## src/rtl/multicycle_ctrl.sv

```systemverilog
// Multi-cycle LEGv8 control FSM: fetch/decode/execute/memory/writeback sequencing,
// memory-wait timeout, sticky halt and retired counter. Define CBNZ_EN to decode CBNZ.
module multicycle_ctrl #(
    parameter int CNT_W    = 32,
    parameter int WAIT_MAX = 16
) (
    input  logic             clk,
    input  logic             reset,
    input  logic [10:0]      Op,
    input  logic             zero,
    input  logic             mem_ready,
    output logic             IorD,
    output logic             MemRead,
    output logic             MemWrite,
    output logic             IRWrite,
    output logic             PCWrite,
    output logic             PCSrc,
    output logic             Reg2Loc,
    output logic             ALUSrcA,
    output logic [1:0]       ALUSrcB,
    output logic [1:0]       ALUOp,
    output logic             RegWrite,
    output logic             MemtoReg,
    output logic             halt,
    output logic [1:0]       cause,
    output logic [CNT_W-1:0] retired,
    output logic [3:0]       state_o
);
    localparam int WAIT_W = (WAIT_MAX < 1) ? 1 : $clog2(WAIT_MAX + 1);
    localparam logic [WAIT_W-1:0] WAIT_LIM = WAIT_W'(WAIT_MAX - 1);

    localparam logic [3:0] S_FETCH   = 4'd0;
    localparam logic [3:0] S_DECODE  = 4'd1;
    localparam logic [3:0] S_MEMADR  = 4'd2;
    localparam logic [3:0] S_MEMRD   = 4'd3;
    localparam logic [3:0] S_MEMWB   = 4'd4;
    localparam logic [3:0] S_MEMWR   = 4'd5;
    localparam logic [3:0] S_EXECR   = 4'd6;
    localparam logic [3:0] S_RWB     = 4'd7;
    localparam logic [3:0] S_CBRANCH = 4'd8;
    localparam logic [3:0] S_UBRANCH = 4'd9;
    localparam logic [3:0] S_HALT    = 4'd15;

    logic [3:0]        r_state;
    logic [WAIT_W-1:0] r_wait;
    logic              r_halt;
    logic [1:0]        r_cause;
    logic [CNT_W-1:0]  r_retired;
    logic              r_is_load;
    logic              r_is_cbnz;

    logic [3:0] w_next;
    logic       w_wait_st;
    logic       w_timeout;
    logic       w_dec_load, w_dec_store, w_dec_rtype, w_dec_cbz, w_dec_cbnz, w_dec_b;

    assign w_dec_load  = (Op == 11'b111_1100_0010);
    assign w_dec_store = (Op == 11'b111_1100_0000);
    assign w_dec_rtype = (Op == 11'b100_0101_1000) || (Op == 11'b110_0101_1000) ||
                         (Op == 11'b100_0101_0000) || (Op == 11'b101_0101_0000);
    assign w_dec_cbz   = (Op[10:3] == 8'b1011_0100);
`ifdef CBNZ_EN
    assign w_dec_cbnz  = (Op[10:3] == 8'b1011_0101);
`else
    assign w_dec_cbnz  = 1'b0;
`endif
    assign w_dec_b     = (Op[10:5] == 6'b000101);

    assign w_wait_st = (r_state == S_FETCH) || (r_state == S_MEMRD) || (r_state == S_MEMWR);
    assign w_timeout = (WAIT_MAX != 0) && w_wait_st && !mem_ready && (r_wait == WAIT_LIM);

    always_comb begin
        w_next = r_state;
        case (r_state)
            S_FETCH:   if (mem_ready) w_next = S_DECODE;
            S_DECODE: begin
                if (w_dec_load || w_dec_store)   w_next = S_MEMADR;
                else if (w_dec_rtype)            w_next = S_EXECR;
                else if (w_dec_cbz || w_dec_cbnz) w_next = S_CBRANCH;
                else if (w_dec_b)                w_next = S_UBRANCH;
                else                             w_next = S_HALT;
            end
            S_MEMADR:  w_next = r_is_load ? S_MEMRD : S_MEMWR;
            S_MEMRD:   if (mem_ready) w_next = S_MEMWB;
            S_MEMWB:   w_next = S_FETCH;
            S_MEMWR:   if (mem_ready) w_next = S_FETCH;
            S_EXECR:   w_next = S_RWB;
            S_RWB:     w_next = S_FETCH;
            S_CBRANCH: w_next = S_FETCH;
            S_UBRANCH: w_next = S_FETCH;
            S_HALT:    w_next = S_HALT;
            default:   w_next = S_FETCH;
        endcase
        if (w_timeout) w_next = S_HALT;
    end

    always_ff @(posedge clk) begin
        if (reset) begin
            r_state   <= S_FETCH;
            r_wait    <= '0;
            r_halt    <= 1'b0;
            r_cause   <= 2'b00;
            r_retired <= '0;
            r_is_load <= 1'b0;
            r_is_cbnz <= 1'b0;
        end else begin
            r_state <= w_next;
            // Any cycle outside a waiting state, or a completed access, restarts the count.
            r_wait  <= (w_wait_st && !mem_ready) ? r_wait + WAIT_W'(1) : '0;
            if (w_next == S_HALT && r_state != S_HALT) begin
                r_halt  <= 1'b1;
                r_cause <= w_timeout ? 2'b10 : 2'b01;
            end
            if (PCWrite) r_retired <= r_retired + CNT_W'(1);
            // Captured once in DECODE so later states need not depend on Op staying put.
            if (r_state == S_DECODE) begin
                r_is_load <= w_dec_load;
                r_is_cbnz <= w_dec_cbnz;
            end
        end
    end

    always_comb begin
        IorD     = 1'b0;
        MemRead  = 1'b0;
        MemWrite = 1'b0;
        IRWrite  = 1'b0;
        PCWrite  = 1'b0;
        PCSrc    = 1'b0;
        Reg2Loc  = 1'b0;
        ALUSrcA  = 1'b0;
        ALUSrcB  = 2'b00;
        ALUOp    = 2'b00;
        RegWrite = 1'b0;
        MemtoReg = 1'b0;
        case (r_state)
            S_FETCH:   begin MemRead = 1'b1; IRWrite = mem_ready; end
            S_DECODE:  begin ALUSrcB = 2'b11; end
            S_MEMADR:  begin ALUSrcA = 1'b1; ALUSrcB = 2'b10; Reg2Loc = 1'b1; end
            S_MEMRD:   begin MemRead = 1'b1; IorD = 1'b1; end
            S_MEMWB:   begin RegWrite = 1'b1; MemtoReg = 1'b1; PCWrite = 1'b1; end
            S_MEMWR:   begin MemWrite = 1'b1; IorD = 1'b1; Reg2Loc = 1'b1; PCWrite = mem_ready; end
            S_EXECR:   begin ALUSrcA = 1'b1; ALUOp = 2'b10; end
            S_RWB:     begin RegWrite = 1'b1; PCWrite = 1'b1; end
            S_CBRANCH: begin
                ALUSrcA = 1'b1;
                ALUOp   = 2'b01;
                Reg2Loc = 1'b1;
                PCWrite = 1'b1;
                PCSrc   = r_is_cbnz ? !zero : zero;
            end
            S_UBRANCH: begin PCWrite = 1'b1; PCSrc = 1'b1; end
            default:   ;
        endcase
        if (reset) begin
            IorD     = 1'b0;
            MemRead  = 1'b0;
            MemWrite = 1'b0;
            IRWrite  = 1'b0;
            PCWrite  = 1'b0;
            PCSrc    = 1'b0;
            Reg2Loc  = 1'b0;
            ALUSrcA  = 1'b0;
            ALUSrcB  = 2'b00;
            ALUOp    = 2'b00;
            RegWrite = 1'b0;
            MemtoReg = 1'b0;
        end
    end

    assign halt    = r_halt;
    assign cause   = r_cause;
    assign retired = r_retired;
    assign state_o = r_state;
endmodule

```

## config.mk

```make
export PLATFORM = sky130hd
export DESIGN_NAME = multicycle_ctrl
export DESIGN_NICKNAME = d
export VERILOG_FILES = /design/src/rtl/multicycle_ctrl.sv
export SDC_FILE = /design/constraint.sdc
export NUM_CORES = 1
export LEC_CHECK = 0
export BUFFER_PORTS_ARGS = -buffer_cell sky130_fd_sc_hd__buf_2
export CELL_PAD_IN_SITES_DETAIL_PLACEMENT = 0
export CELL_PAD_IN_SITES_GLOBAL_PLACEMENT = 1
export CORE_ASPECT_RATIO = 0.8
export CORE_MARGIN = 4
export CORE_UTILIZATION = 38
export CTS_CLUSTER_DIAMETER = 30
export DETAILED_ROUTE_END_ITERATION = 16
export GPL_ROUTABILITY_DRIVEN = 0
export PLACE_DENSITY = 0.87
export REMOVE_ABC_BUFFERS = 1
export SYNTH_ARGS = -nofsm -noshare
export SYNTH_HDL_FRONTEND = slang
export SYNTH_SLANG_ARGS = --single-unit
```

## constraint.sdc

```tcl
create_clock -name clk -period 2.32 [get_ports clk]
set_input_delay 0 -clock clk [delete_from_list [all_inputs] [get_ports clk]]
set_output_delay 0 -clock clk [all_outputs]
set_load 0.01 [all_outputs]
```

# ---- Word-level counts from Yosys, hierarchy flattened
# Cells that the tools add are included.
# Widths: inputs -> output; s select.
dict set report word_totals {
  wordCells 83
  latch_bits 0
  ramBits 0
  reg_bits 45
  mem_bits_ro 0
  n_memories 0
}
dict set report classes {
  magnitude_cmp 0
  muxes 35
  add_sub_neg 2
  bitwise_logic 1
  reduce_logical 18
  n_eq_ne 21
  n_shift 0
  mul 0
  div_mod_pow 0
}
# cell count
set op_table {}
lappend op_table {{$eq 11x11->1 const B} 6}
lappend op_table {{$add 32x1->32 const B} 1}
lappend op_table {{$pmux 4 s7} 1}
lappend op_table {{$mux 4} 6}
lappend op_table {{$mux 1} 18}
lappend op_table {{$eq 4x3->1 const B} 4}
lappend op_table {{$eq 4x4->1 const B} 4}
lappend op_table {{$mux 3} 3}
lappend op_table {{$eq 4x2->1 const B} 2}
lappend op_table {{$eq 8x8->1 const B} 1}
lappend op_table {{$pmux 2 s2} 2}
lappend op_table {{$reduce_or 2->1} 4}
lappend op_table {{$eq 6x3->1 const B} 1}
lappend op_table {{$logic_or 1x1->1} 6}
lappend op_table {{$mux 2} 3}
lappend op_table {{$reduce_or 3->1} 2}
lappend op_table {{$add 5x1->5 const B} 1}
lappend op_table {{$eq 5x4->1 const B} 1}
lappend op_table {{$eq 4x1->1 const B} 1}
lappend op_table {{$logic_not 4->1} 1}
lappend op_table {{$ne 4x4->1 const B} 1}
lappend op_table {{$pmux 1 s2} 2}
lappend op_table {{$reduce_or 4->1} 1}
lappend op_table {{$logic_and 1x1->1} 3}
lappend op_table {{2 further kinds} 2}

# ---- Depth between registers and ports, before layout
dict set report logic_depth {
  ltp_word 10
  depth_mapped 8
  mapped_depth_nobuf 8
}

# ---- Least setup slack after synthesis
# Ideal clock, no wire load.
dict set report synth_timing {
  kind {register -> register}
  from {reg r_retired[14] (netlist: retired[14])}
  to {reg r_retired[31] (netlist: retired[31])}
  setup_time_ps 70
  path_stages_with_launch 6
  required_ps 2250
  setup_slack_ps 476
  arrival_time_ps 1774
  synth_period_minus_slack_ps 1844
  n_path_buf 0
  path_cell_list {dfxtp_1 > nand4_2 > nor4_2 > nand4_2 > or4_1 > a21oi_1}
}
dict set report synth_via {
  elab_chain_cells 1
}
# item line
set synth_lines {}
lappend synth_lines {{from (decl)} 48} ;# logic [CNT_W-1:0] r_retired;
lappend synth_lines {{from (signal assigned)} 114} ;# if (PCWrite) r_retired <= r_retired + CNT_W'(1);
lappend synth_lines {{$add 32x1->32} 114}
# Every way passes these cells.
# A chain may end at the register's enable or synchronous reset.

# ---- Worst setup path after layout
dict set report layout_timing {
  from {reg r_state[2] (netlist: state_o[2])}
  to {reg r_retired[31] (netlist: retired[31])}
}
dict set report layout_via {
  elab_chain_cells 4
  elab_cells_between_ends 8
  classes_between {eq/ne: 5; mux: 2; reduce/logical: 1}
}
# item line
set layout_lines {}
lappend layout_lines {{from (decl)} 44} ;# logic [3:0] r_state;
lappend layout_lines {{from (signal assigned)} 107} ;# r_state <= w_next;
lappend layout_lines {{$eq 4x3->1 or $eq 4x4->1 (tied branches)} 136} ;# case (r_state)
lappend layout_lines {{$reduce_or 4->1 (no line)} n/a}
lappend layout_lines {{$pmux 1 s2 (*)} 136}
lappend layout_lines {{$mux 1 (*)} 155} ;# if (reset) begin
# Every way passes the cells marked *; elsewhere a longest branch is shown, timed or not.

==> run_results.csv <==
group,metric,value,unit
clocking,numCtsBuffers,5,
grt,overflow,0,
sta,fin_skew,0.00481,ns
sta,setup_viol,0,
cells_and_area,drive_above_1_share,24.3,%
synth,seq_area_frac_synth,35.9,%
clocking,clkLatencyLatePin,0.30,ns
clocking,clockRootBuffer,"clkbuf_8",
floorplanning,rows,26,
outcome,status,"complete, no violations",
worst_setup_path,slowest_stage,"or4_1",
sta,finalHoldViolCount,0,
cells_and_area,nNetsFinal,406,
cells_and_area,fill_cells,651,
power_and_ir_drop,power,2.14,mW
worst_setup_path,critPathLaunchType,"flop",
worst_hold_path,min_delay_path_depth,4,
route,vias,2540,
worst_setup_path,reg2reg_from,"state_o[2]$_SDFF_PP0_",
power_and_ir_drop,intPower,1.32,mW
power_and_ir_drop,power_frac_comb,36.8,%
floorplanning,dieArea,7970,µm²
grt,grt_max_degree,41,
cells_and_area,area_growth_syn_to_layout,22.0,%
sta,worstMarginPinSlew,0.674,ns
power_and_ir_drop,sw_frac_of_total,38.2,%
sta,worst_slack,0.193,ns
power_and_ir_drop,seq_power_share,41.4,%
floorplanning,start_util,39.1,%
sta,fmax,0.470,GHz
route,dr.pass1.iters,4,
worst_setup_path,worstPathArrival,2.36,ns
clocking,h-tree-depth,2,
sta,fin_crit_sh,91.7,%
cells_and_area,ff_latch_area,901,µm²
power_and_ir_drop,power_density,699,nW/µm²
clocking,cts_tree,"built",
worst_setup_path,required,2.55,ns
sta,min_period,2.13,ns
cells_and_area,antennaDiodeCount,0,
job,cap_violations,0,
worst_setup_path,crit_path_max_fanout,19,
worst_setup_path,cp_top_family,"compound AO/OA/AOI/OAI gates",
grt,grt_pass1_vias,2296,
floorplanning,io_pins,68,
route,ant_nets,0,
grt,antenna_found_initial,0,
sta,rsz0062_at_grt,"false",
synth,synth_cells,318,
synth,synthFlopType,"dfxtp_1",
worst_setup_path,r2r_end,"retired[31]$_SDFFE_PP0P_",
worst_setup_path,slowest_delay,0.55,ns
synth,synth_cell_type_count,50,
route,drcViolationCount,0,
power_and_ir_drop,pwr-share-clk,21.8,%
cells_and_area,final_cell_mix,"buf_2 (67), dfxtp_1 (45), nor2_1 (37)",
route,totalWireLength,6400,µm
clocking,cts_post_setup_buffers_inserted,0,
worst_hold_path,worstHoldEndpoint,"r_is_load$_SDFFE_PP0P_",
worst_setup_path,worstSetupPathType,"flop to flop",
synth,ys.warnings.count,0,
sta,slew_viol_final,0,
floorplanning,core_area,6410,µm²
cells_and_area,multi_input_area,1480,µm²
route,drtIter0Drc,150,
power_and_ir_drop,leakage,1.24,nW
placement,post-place-ws,0.190,ns
worst_setup_path,crit_chain,"nor2b_1 > o21a_1 > o211ai_2 > or4_1 > a21oi_1",
route,detail_route.wl_per_cell,13.6,µm
sta,slew-limit-headroom,55.0,%
floorplanning,fp.dieH,80.6,µm
synth,synthArstFlopShare,0,%
worst_setup_path,r2r_slack,0.19,ns
synth,avgSynthCellArea,7.88,µm²
synth,synth_edf_count,0,
clocking,clk_pin_slew,0.08,ns
worst_setup_path,cp_num_buf_inv,0,
worst_hold_path,hold_path_class,"input pin to flop",
placement,dp_hpwl,4650,µm
cells_and_area,final_common_cell,"buf_2",
worst_setup_path,r2r_cells,5,
power_and_ir_drop,ir_worst_vdd,0.000271,V
grt,grt_use_total,16.2,%
grt,grt_pass1_wl,10500,µm
placement,io_buffers,67,
worst_setup_path,critical_path_depth,5,
worst_setup_path,cp-end-kind,"flop",
synth,syn-cell-area,2510,µm²
synth,synth_seq_cells,45,
floorplanning,die_w,98.8,µm
power_and_ir_drop,switchingPower,816,µW
clocking,clock_path_buffers,2,
route,viasPerCell,5.39,
clocking,cts_sinks,45,
worst_hold_path,hold_start,"Op[1]",
## power groups by stage
stage               sequential, mW  clock [mW]  combinational (mW)
floorplan                    0.973           0               0.388
global placement             0.897           0               0.775
finish                       0.886       0.465               0.787
CTS                          0.884       0.487               0.783
global route                 0.896       0.508               0.866
detailed placement           0.901           0               0.777
## worst register-to-register path: stages (launching register included)
cell and delay (ns):
dfxtp_1 0.49, nor2b_1 0.21, o21a_1 0.33, o211ai_2 0.33, or4_1 0.56, a21oi_1 0.14
## stage by stage
stage | instances | setup TNS (ns) | area [µm²] | util, % | hold slack [ns]
after floorplan | 300 | -0.00324 | 2430 | - | 0.0475
after global placement | 464 | 0 | 2970 | 46.3 | 0.313
after detailed placement | 464 | 0 | 2970 | 46.3 | 0.318
after CTS | 471 | 0 | 3050 | 47.6 | 0.0214
after global routing | 471 | 0 | 3060 | 47.7 | 0.0395
final | 471 | 0 | 3060 | 47.7 | 0.0280
## sequential cells by signal, indices dropped and copies added (netlist names)
register   flops
retired       32
r_wait         5
r_is_load      1
state_o        4
halt           1
cause          2
## area by class of cell
class,count,share of cell area (%)
Timing Repair Buffer,81,14.5
Multi-Input combinational cell,241,48.5
Clock inverter,1,0.164
Clock buffer,5,2.25
Sequential cell,45,29.5
Tap cell,84,3.44
Inverter,14,1.72
## routing by layer
metal / part of all wire [%] / global-route usage [%] / up-vias
li1: - / - / 1306
met2: 46 / 26.9 / 45
met5: 0 / 0 / -
met3: 3.5 / 3.30 / 9
met1: 49 / 20.9 / 1180
met4: 1.4 / 5.59 / 0
## synthesized netlist by cell type (all sizes together) (5+ instances only)
cell type  number  area share (%)
o211ai          5             1.7
inv            14             2.1
or3            19             4.8
nand2          19             2.8
o31ai           5             1.5
nor4            6             1.7
nor2           37             5.5
o21ai          26             5.2
nand4           8             2.7
nor3            5             1.2
nand3          10             2.0
xor2           12             4.2
dfxtp          45              36
a21oi          28             5.6
clkbuf         14             2.1
o2111ai         6             2.1
or4             6             1.8
## worst max-delay path by stage
| stage | slack (ns) | from | to |
|---|---|---|---|
| after floorplan | -0.003 | state_o[3]$_SDFF_PP0_ | retired[31]$_SDFFE_PP0P_ |
| after global placement | 0.21 | r_wait[0]$_SDFF_PP0_ | cause[1]$_SDFFE_PP0P_ |
| after detailed placement | 0.19 | r_wait[0]$_SDFF_PP0_ | cause[1]$_SDFFE_PP0P_ |
| after CTS | 0.17 | r_wait[0]$_SDFF_PP0_ | cause[1]$_SDFFE_PP0P_ |
| after global routing | 0.05 | state_o[2]$_SDFF_PP0_ | retired[31]$_SDFFE_PP0P_ |
| final | 0.19 | state_o[2]$_SDFF_PP0_ | retired[31]$_SDFFE_PP0P_ |
## what timing repair did
action,CTS,global route
gates resized for setup,0,1
hold endpoints to repair,2,0
setup endpoints to repair,0,3
hold buffers,1,0
## cells by family (layout without fill, tap and decap cells)
| logic type | after synthesis | in the layout | synth area share, % |
|---|---|---|---|
| adder cells (fa/ha/maj) | 3 | 3 | 1.50 |
| flip-flops | 45 | 45 | 35.9 |
| XOR/XNOR | 15 | 15 | 5.24 |
| AO/OA/AOI/OAI | 85 | 85 | 20.8 |
| buffers and inverters | 32 | 101 | 5.14 |
| AND/OR/NAND/NOR | 137 | 137 | 31.0 |
| multiplexers | 1 | 1 | 0.399 |
Power figures use the tool's default switching activity.
